**config.mk**
```make
export PLATFORM = sky130hd
export DESIGN_NAME = systolic_mm_sequencer
export DESIGN_NICKNAME = d
export VERILOG_FILES = /design/src/rtl/sys_mm_pkg.sv /design/src/rtl/sys_mm_skew_feeder.sv /design/src/rtl/systolic_mm_sequencer.sv
export SDC_FILE = /design/constraint.sdc
export NUM_CORES = 1
export LEC_CHECK = 0
export CAP_MARGIN = 20
export CORE_MARGIN = 5
export CORE_UTILIZATION = 50
export DETAILED_ROUTE_END_ITERATION = 8
export DONT_BUFFER_PORTS = 1
export GPL_TIMING_DRIVEN = 0
export SLEW_MARGIN = 10
export SYNTH_ARGS = -nofsm -noshare
export SYNTH_HDL_FRONTEND = slang
export SYNTH_HIERARCHICAL = 1
export SYNTH_SLANG_ARGS = --single-unit
```
**constraint.sdc**
```tcl
create_clock -name CLK -period 3.4 [get_ports CLK]
set_input_delay 0.68 -clock CLK [delete_from_list [all_inputs] [get_ports CLK]]
set_output_delay 0.68 -clock CLK [all_outputs]
set_load 0.005 [all_outputs]
```
**src/rtl/sys_mm_pkg.sv**
```systemverilog
// ---------------------------------------------------------------------------
// sys_mm_pkg
// Shared definitions for the 3x3 systolic matrix-multiply sequencer:
//   - state_e       : sequencer state encoding (IDLE/FEED/WAIT/HOLD)
//   - N, FEED_CYCLES, NUM_WAVES : array geometry constants
//   - WAVE_OF_ELEM  : maps row-major product index (3r+c) to its wavefront r+c
// ---------------------------------------------------------------------------
package sys_mm_pkg;

  localparam int N           = 3;
  localparam int FEED_CYCLES = 2 * N - 1;
  localparam int NUM_WAVES   = 5;

  typedef enum logic [1:0] {
    ST_IDLE = 2'd0,
    ST_FEED = 2'd1,
    ST_WAIT = 2'd2,
    ST_HOLD = 2'd3
  } state_e;

  // Product P[r][c] completes on anti-diagonal r+c of the array.
  localparam logic [2:0] WAVE_OF_ELEM [0:8] = '{
    3'd0, 3'd1, 3'd2,
    3'd1, 3'd2, 3'd3,
    3'd2, 3'd3, 3'd4
  };

endpackage

```
**src/rtl/sys_mm_skew_feeder.sv**
```systemverilog
// ---------------------------------------------------------------------------
// sys_mm_skew_feeder
// Combinational diagonal-skew selector for the array edges.
// Ports:
//   a_mat, b_mat : 3x3 operand matrices, row-major, element [r][c] at 3r+c
//   t            : feed step (0..4); steps outside the window give zeros
//   arr_a        : lane i = A[i][t-i] when 0 <= t-i <= 2, else 0
//   arr_b        : lane j = B[t-j][j] when 0 <= t-j <= 2, else 0
// ---------------------------------------------------------------------------
module sys_mm_skew_feeder
  import sys_mm_pkg::*;
#(
  parameter int DATAWIDTH = 8
) (
  input  logic [9*DATAWIDTH-1:0] a_mat,
  input  logic [9*DATAWIDTH-1:0] b_mat,
  input  logic [2:0]             t,
  output logic [3*DATAWIDTH-1:0] arr_a,
  output logic [3*DATAWIDTH-1:0] arr_b
);

  // Lane l carries inner index k = t-l; OR-merge is safe since at most one k matches.
  always_comb begin
    arr_a = '0;
    arr_b = '0;
    for (int l = 0; l < N; l++) begin
      for (int k = 0; k < N; k++) begin
        arr_a[l*DATAWIDTH +: DATAWIDTH] = arr_a[l*DATAWIDTH +: DATAWIDTH] |
          ((t == 3'(l + k)) ? a_mat[(N*l + k)*DATAWIDTH +: DATAWIDTH] : {DATAWIDTH{1'b0}});
        arr_b[l*DATAWIDTH +: DATAWIDTH] = arr_b[l*DATAWIDTH +: DATAWIDTH] |
          ((t == 3'(l + k)) ? b_mat[(N*k + l)*DATAWIDTH +: DATAWIDTH] : {DATAWIDTH{1'b0}});
      end
    end
  end

endmodule

```
**src/rtl/systolic_mm_sequencer.sv**
```systemverilog
// ---------------------------------------------------------------------------
// systolic_mm_sequencer
// Controller for a 3x3 systolic matrix-multiply array. Accepts an operand
// pair, streams it into the array with diagonal skew while holding start,
// captures products per wavefront strobe, and presents the result matrix.
// Ports:
//   CLK, RSTn            : clock (rising edge), async active-low reset
//   in_valid/in_ready    : operand handshake (ready only in IDLE)
//   a_mat, b_mat         : operand matrices, row-major
//   arr_start            : array start line (high during FEED and WAIT)
//   arr_a, arr_b         : skewed array edge inputs, lane 0 in LSBs
//   arr_v, arr_p         : wavefront strobes (bit0 = P11v) and products
//   res_valid/res_ready  : result handshake
//   res_mat, res_err     : captured result; err flags a capture timeout
// Optional feature (macro SYS_MM_PERF_CNT_EN):
//   perf_busy : saturating count of cycles spent outside IDLE
//   perf_ops  : wrapping count of error-free results accepted
// ---------------------------------------------------------------------------
module systolic_mm_sequencer
  import sys_mm_pkg::*;
#(
  parameter int DATAWIDTH = 8,
  parameter int TIMEOUT   = 16
) (
  input  logic                     CLK,
  input  logic                     RSTn,
  input  logic                     in_valid,
  output logic                     in_ready,
  input  logic [9*DATAWIDTH-1:0]   a_mat,
  input  logic [9*DATAWIDTH-1:0]   b_mat,
  output logic                     arr_start,
  output logic [3*DATAWIDTH-1:0]   arr_a,
  output logic [3*DATAWIDTH-1:0]   arr_b,
  input  logic [4:0]               arr_v,
  input  logic [9*2*DATAWIDTH-1:0] arr_p,
  output logic                     res_valid,
  input  logic                     res_ready,
  output logic [9*2*DATAWIDTH-1:0] res_mat,
  output logic                     res_err
`ifdef SYS_MM_PERF_CNT_EN
  ,
  output logic [31:0]              perf_busy,
  output logic [15:0]              perf_ops
`endif
);

  localparam int PW = 2 * DATAWIDTH;
  localparam int CW = (TIMEOUT > 1) ? $clog2(TIMEOUT) : 1;

  state_e                   state_r;
  logic [2:0]               t_r;
  logic [CW-1:0]            wcnt_r;
  logic [9*DATAWIDTH-1:0]   a_r;
  logic [9*DATAWIDTH-1:0]   b_r;
  logic [NUM_WAVES-1:0]     mask_r;
  logic [9*PW-1:0]          res_r;
  logic                     in_ready_r;
  logic                     arr_start_r;
  logic [3*DATAWIDTH-1:0]   arr_a_r;
  logic [3*DATAWIDTH-1:0]   arr_b_r;
  logic                     res_valid_r;
  logic                     res_err_r;

  logic                     accept_s;
  logic                     cap_en_s;
  logic [NUM_WAVES-1:0]     new_mask_s;
  logic [9*DATAWIDTH-1:0]   feed_a_s;
  logic [9*DATAWIDTH-1:0]   feed_b_s;
  logic [2:0]               feed_t_s;
  logic [3*DATAWIDTH-1:0]   skew_a_s;
  logic [3*DATAWIDTH-1:0]   skew_b_s;

  assign accept_s   = in_valid & in_ready_r;
  assign cap_en_s   = (state_r == ST_FEED) || (state_r == ST_WAIT);
  assign new_mask_s = mask_r | (cap_en_s ? arr_v : {NUM_WAVES{1'b0}});

  // Feeder looks one step ahead so the registered edge values line up with t.
  // On accept the operands are not yet registered, so feed straight from the inputs.
  always_comb begin
    feed_a_s = a_r;
    feed_b_s = b_r;
    feed_t_s = t_r + 3'd1;
    if (state_r == ST_IDLE) begin
      feed_a_s = a_mat;
      feed_b_s = b_mat;
      feed_t_s = 3'd0;
    end else begin
      feed_a_s = a_r;
      feed_b_s = b_r;
      feed_t_s = t_r + 3'd1;
    end
  end

  sys_mm_skew_feeder #(.DATAWIDTH(DATAWIDTH)) u_feeder (
    .a_mat (feed_a_s),
    .b_mat (feed_b_s),
    .t     (feed_t_s),
    .arr_a (skew_a_s),
    .arr_b (skew_b_s)
  );

  // Sequencer FSM with all handshake and array-edge outputs registered.
  always_ff @(posedge CLK or negedge RSTn) begin
    if (!RSTn) begin
      state_r     <= ST_IDLE;
      t_r         <= 3'd0;
      wcnt_r      <= '0;
      a_r         <= '0;
      b_r         <= '0;
      in_ready_r  <= 1'b0;
      arr_start_r <= 1'b0;
      arr_a_r     <= '0;
      arr_b_r     <= '0;
      res_valid_r <= 1'b0;
      res_err_r   <= 1'b0;
    end else begin
      case (state_r)
        ST_IDLE: begin
          if (accept_s) begin
            a_r         <= a_mat;
            b_r         <= b_mat;
            t_r         <= 3'd0;
            state_r     <= ST_FEED;
            in_ready_r  <= 1'b0;
            arr_start_r <= 1'b1;
            arr_a_r     <= skew_a_s;
            arr_b_r     <= skew_b_s;
          end else begin
            in_ready_r  <= 1'b1;
            arr_start_r <= 1'b0;
            arr_a_r     <= '0;
            arr_b_r     <= '0;
          end
        end
        ST_FEED: begin
          if (t_r == 3'(FEED_CYCLES - 1)) begin
            state_r <= ST_WAIT;
            wcnt_r  <= '0;
            arr_a_r <= '0;
            arr_b_r <= '0;
          end else begin
            t_r     <= t_r + 3'd1;
            arr_a_r <= skew_a_s;
            arr_b_r <= skew_b_s;
          end
        end
        ST_WAIT: begin
          if (&new_mask_s) begin
            state_r     <= ST_HOLD;
            arr_start_r <= 1'b0;
            res_valid_r <= 1'b1;
            res_err_r   <= 1'b0;
          end else if (wcnt_r == CW'(TIMEOUT - 1)) begin
            state_r     <= ST_HOLD;
            arr_start_r <= 1'b0;
            res_valid_r <= 1'b1;
            res_err_r   <= 1'b1;
          end else begin
            wcnt_r <= wcnt_r + CW'(1);
          end
        end
        ST_HOLD: begin
          if (res_ready) begin
            state_r     <= ST_IDLE;
            res_valid_r <= 1'b0;
            res_err_r   <= 1'b0;
            in_ready_r  <= 1'b1;
          end else begin
            res_valid_r <= 1'b1;
          end
        end
        default: begin
          state_r     <= ST_IDLE;
          in_ready_r  <= 1'b0;
          arr_start_r <= 1'b0;
          res_valid_r <= 1'b0;
          res_err_r   <= 1'b0;
        end
      endcase
    end
  end

  // Product capture: first strobe per wavefront wins; a new operation clears everything.
  always_ff @(posedge CLK or negedge RSTn) begin
    if (!RSTn) begin
      mask_r <= '0;
      res_r  <= '0;
    end else if (accept_s) begin
      mask_r <= '0;
      res_r  <= '0;
    end else if (cap_en_s) begin
      mask_r <= new_mask_s;
      for (int e = 0; e < N * N; e++) begin
        if (arr_v[WAVE_OF_ELEM[e]] && !mask_r[WAVE_OF_ELEM[e]]) begin
          res_r[e*PW +: PW] <= arr_p[e*PW +: PW];
        end
      end
    end
  end

  assign in_ready  = in_ready_r;
  assign arr_start = arr_start_r;
  assign arr_a     = arr_a_r;
  assign arr_b     = arr_b_r;
  assign res_valid = res_valid_r;
  assign res_mat   = res_r;
  assign res_err   = res_err_r;

`ifdef SYS_MM_PERF_CNT_EN
  logic [31:0] perf_busy_r;
  logic [15:0] perf_ops_r;

  // Activity counters, cleared only by the hardware reset.
  always_ff @(posedge CLK or negedge RSTn) begin
    if (!RSTn) begin
      perf_busy_r <= 32'd0;
      perf_ops_r  <= 16'd0;
    end else begin
      if ((state_r != ST_IDLE) && (perf_busy_r != 32'hFFFF_FFFF)) begin
        perf_busy_r <= perf_busy_r + 32'd1;
      end
      if (res_valid_r && res_ready && !res_err_r) begin
        perf_ops_r <= perf_ops_r + 16'd1;
      end
    end
  end

  assign perf_busy = perf_busy_r;
  assign perf_ops  = perf_ops_r;
`endif

endmodule

```
==> results.yml <==
sta:
  setup_viol: 0
  rsz0062_at_grt: "no"
  period_share: 0.942
  slew_viol_final: 0
  tightest_slew_ps: 862
  hold_viol: 231
  fin_worst_skew_ps: 16.4
  max_slew_margin: 0.425
  timing.fmax_mhz: 312
  fin_crit_ps: 3200
  fin_hold_ws_ps: -154
die:
  design.die.area_um2: 37200
  die_w_um: 193
  top_level_ports: 493
  core_um2: 33300
  die_h_um: 193
  initial_utilization: 0.503
  row_count: 67
synthesis:
  synth-simple-area-share: 0.0973
  yosysUniqueCellTypes: 50
  synthXorXnorAreaFrac: 0.000523
  synth-seq-cells: 354
  synth_fa_ha_area_frac: 0.00523
  ys.warnings.count: 6
  muxShareOfSynthArea: 0.215
  syn_area_um2: 16700
  synth_compound_area_frac: 0.118
  synth_async_sr_flop_share: 1.00
  synth_edf_count: 0
  synth.area.top_cells: "dfrtp_1 53%, mux2_2 19%, nand2_1 7.2%, a21oi_1 5.0%, a22o_1 2.5%"
  synth_nets: 1821
  netlist_instances: 1517
  synth_top_area_cell: "dfrtp_1"
  synth_top_cells_by_count: "354 x dfrtp_1, 323 x nand2_1, 289 x mux2_2"
  synth-main-ff-cell: "dfrtp_1"
  yosysMostFrequentCell: "dfrtp_1"
  netlist.area_leader.share: 0.529
  synth_top_family_by_area: "multiplexers"
  ys_seq_area_frac: 0.529
  avgSynthCellArea_um2: 11.0
detailed_routing:
  drc: 0
  wirelength_um: 47900
  ant_nets: 0
  drtIter0Drc: 572
  vias_per_cell: 5.72
  first_pass_iters: 5
  vias: 11664
  routedWlPerCell_um: 23.5
power_and_ir_drop:
  finalPower_mw: 20.3
  p_leak_nw: 7.94
  ir_drop_mv: 0.497
  p_per_area_nw_per_um2: 1090
run_status:
  status: "finished with violations"
  violations: "negative hold slack"
finish:
  layout.nets: 1863
  synthToLayoutAreaGrowth_pct: 11.3
  final_util: 0.560
  diodes: 0
  drive_gt1_frac: 0.260
  fillers: 2893
critical_path:
  critPathKind: "register to register"
  critPathLaunchType: "register"
  cp.arrival_ps: 3620
  crit_required_ps: 3820
  crit_path_end_kind: "register"
  r2r_start: "state_r[0]"
  path_max_fanout: 10
  startpoint: "state_r[0]"
cts:
  clock_latency_ps: 540
  cts.clk_slew.worst_paths_ps: 60
  numCtsBuffers: 40
  htreeDepth: 2
  cts_buffer_depth: 3
  cts_tree: "built"
  cts_root_buf: "clkbuf_16"
  cts_sinks: 354
global_routing:
  antenna_found_initial: 0
  grt_pass1_wl_um: 72000
  overflow: 0
  grt_max_degree: 355
  grt_pass1_vias: 12170
  grt_use_total: 0.250
job:
  max-cap-violations: 0
worst_hold_path:
  min_path_type: "primary input to asynchronous set/reset pin"
placement:
  io_buffer_count: 0
  dp_hpwl_um: 35800
  gp_congestion: 0.900
## worst paths after layout
kind | slack (ps) | cells past startpoint | endpoint
min reg2reg | 500 | 1 | a_r[58]
min in group CLK | 250 | 1 | res_valid
min | -150 | 0 | res_mat[83]
max in group asynchronous | 2840 | 0 | a_r[8]
max reg2reg | 200 | 10 | arr_a[2]
max | 200 | 10 | arr_a[2]
## where the power goes
part           internal [mW]  switching, mW  total (mW)
Sequential              6.01           1.27        7.28
Combinational           4.12           4.58        8.70
Clock                   2.58           1.74        4.33
Total                   12.7           7.59        20.3
## layout by cell type (no fill, tap or decap), types with 3 or more instances in the layout
cell type and count:
dfrtp_1 354, nand2_1 323, mux2_2 289, a21oi_1 168
clkbuf_1 78, a211oi_1 49, a22o_1 48, clkbuf_16 41
buf_2 39, mux2i_1 33, o21ai_0 20, nor2b_1 18
nand2b_1 18, nor2_1 16, clkbuf_8 9, inv_1 7
ha_1 7, clkinv_2 6, or2_2 5, nand3_1 4
buf_6 4, nor3_1 3, o22ai_1 3, a21bo_2 3
a31oi_1 3, buf_1 3, buf_4 3
## metrics by stage
step	instance area [um^2]	setup TNS [ps]	hold WS [ps]	instances	setup slack (ps)
finish	18600	0	-154	2039	198
global route	18600	0	-181	2039	17.9
CTS	18600	0	-174	2039	122
detailed placement	17300	-1910	394	1965	-168
global placement	17300	-1120	393	1965	-110
floorplan	16700	0	384	1517	984
## worst max-delay path: stages (launching register included)
cell and delay (ps):
dfrtp_1 400, inv_1 80, ha_1 210, clkbuf_2 270, clkbuf_1 300, buf_2 280
nor2b_1 320, buf_2 320, buf_1 480, a211oi_1 190, a22o_1 230
## kinds of logic after synthesis
kind of cell	count (synthesis)
AO/OA/AOI/OAI	312
buffers and inverters	125
XOR/XNOR	1
flip-flops	354
adder cells (fa/ha/maj)	7
AND/OR/NAND/NOR	395
multiplexers	323
## state kept, by name (all words and copies together) (netlist names), 3 cells and up
register  cells
a_r          72
arr_a        24
arr_b        24
b_r          72
mask_r        5
res_mat     144
t_r           3
wcnt_r        4
## metal layers
metal  wire [um]  global-route usage  vias to the layer above  share of wire
met5           0                   0                        -              0
met4        1310              0.0719                        0          0.027
met3        5090              0.0954                       69           0.11
met2       23300               0.416                      424           0.49
met1       18200               0.305                     5785           0.38
li1            -                   -                     5386              -
## repair_timing
item                                    CTS  global route
setup buffers                             0             0
endpoints found under the setup margin   24            10
gates cloned                              0             0
pin swaps                                 0             0
hold endpoints to repair                354           354
gates resized for setup                   1             3
## layout make-up
class	count	area [um^2]	area share
clock inverter	11	119	0.00638
sequential	354	8860	0.476
buffer	118	563	0.0302
tap	448	561	0.0301
clock buffer	63	1200	0.0644
multi-input combinational	1038	7300	0.392
inverter	7	26.3	0.00141
No activity file was read; power rests on OpenSTA's default activity.
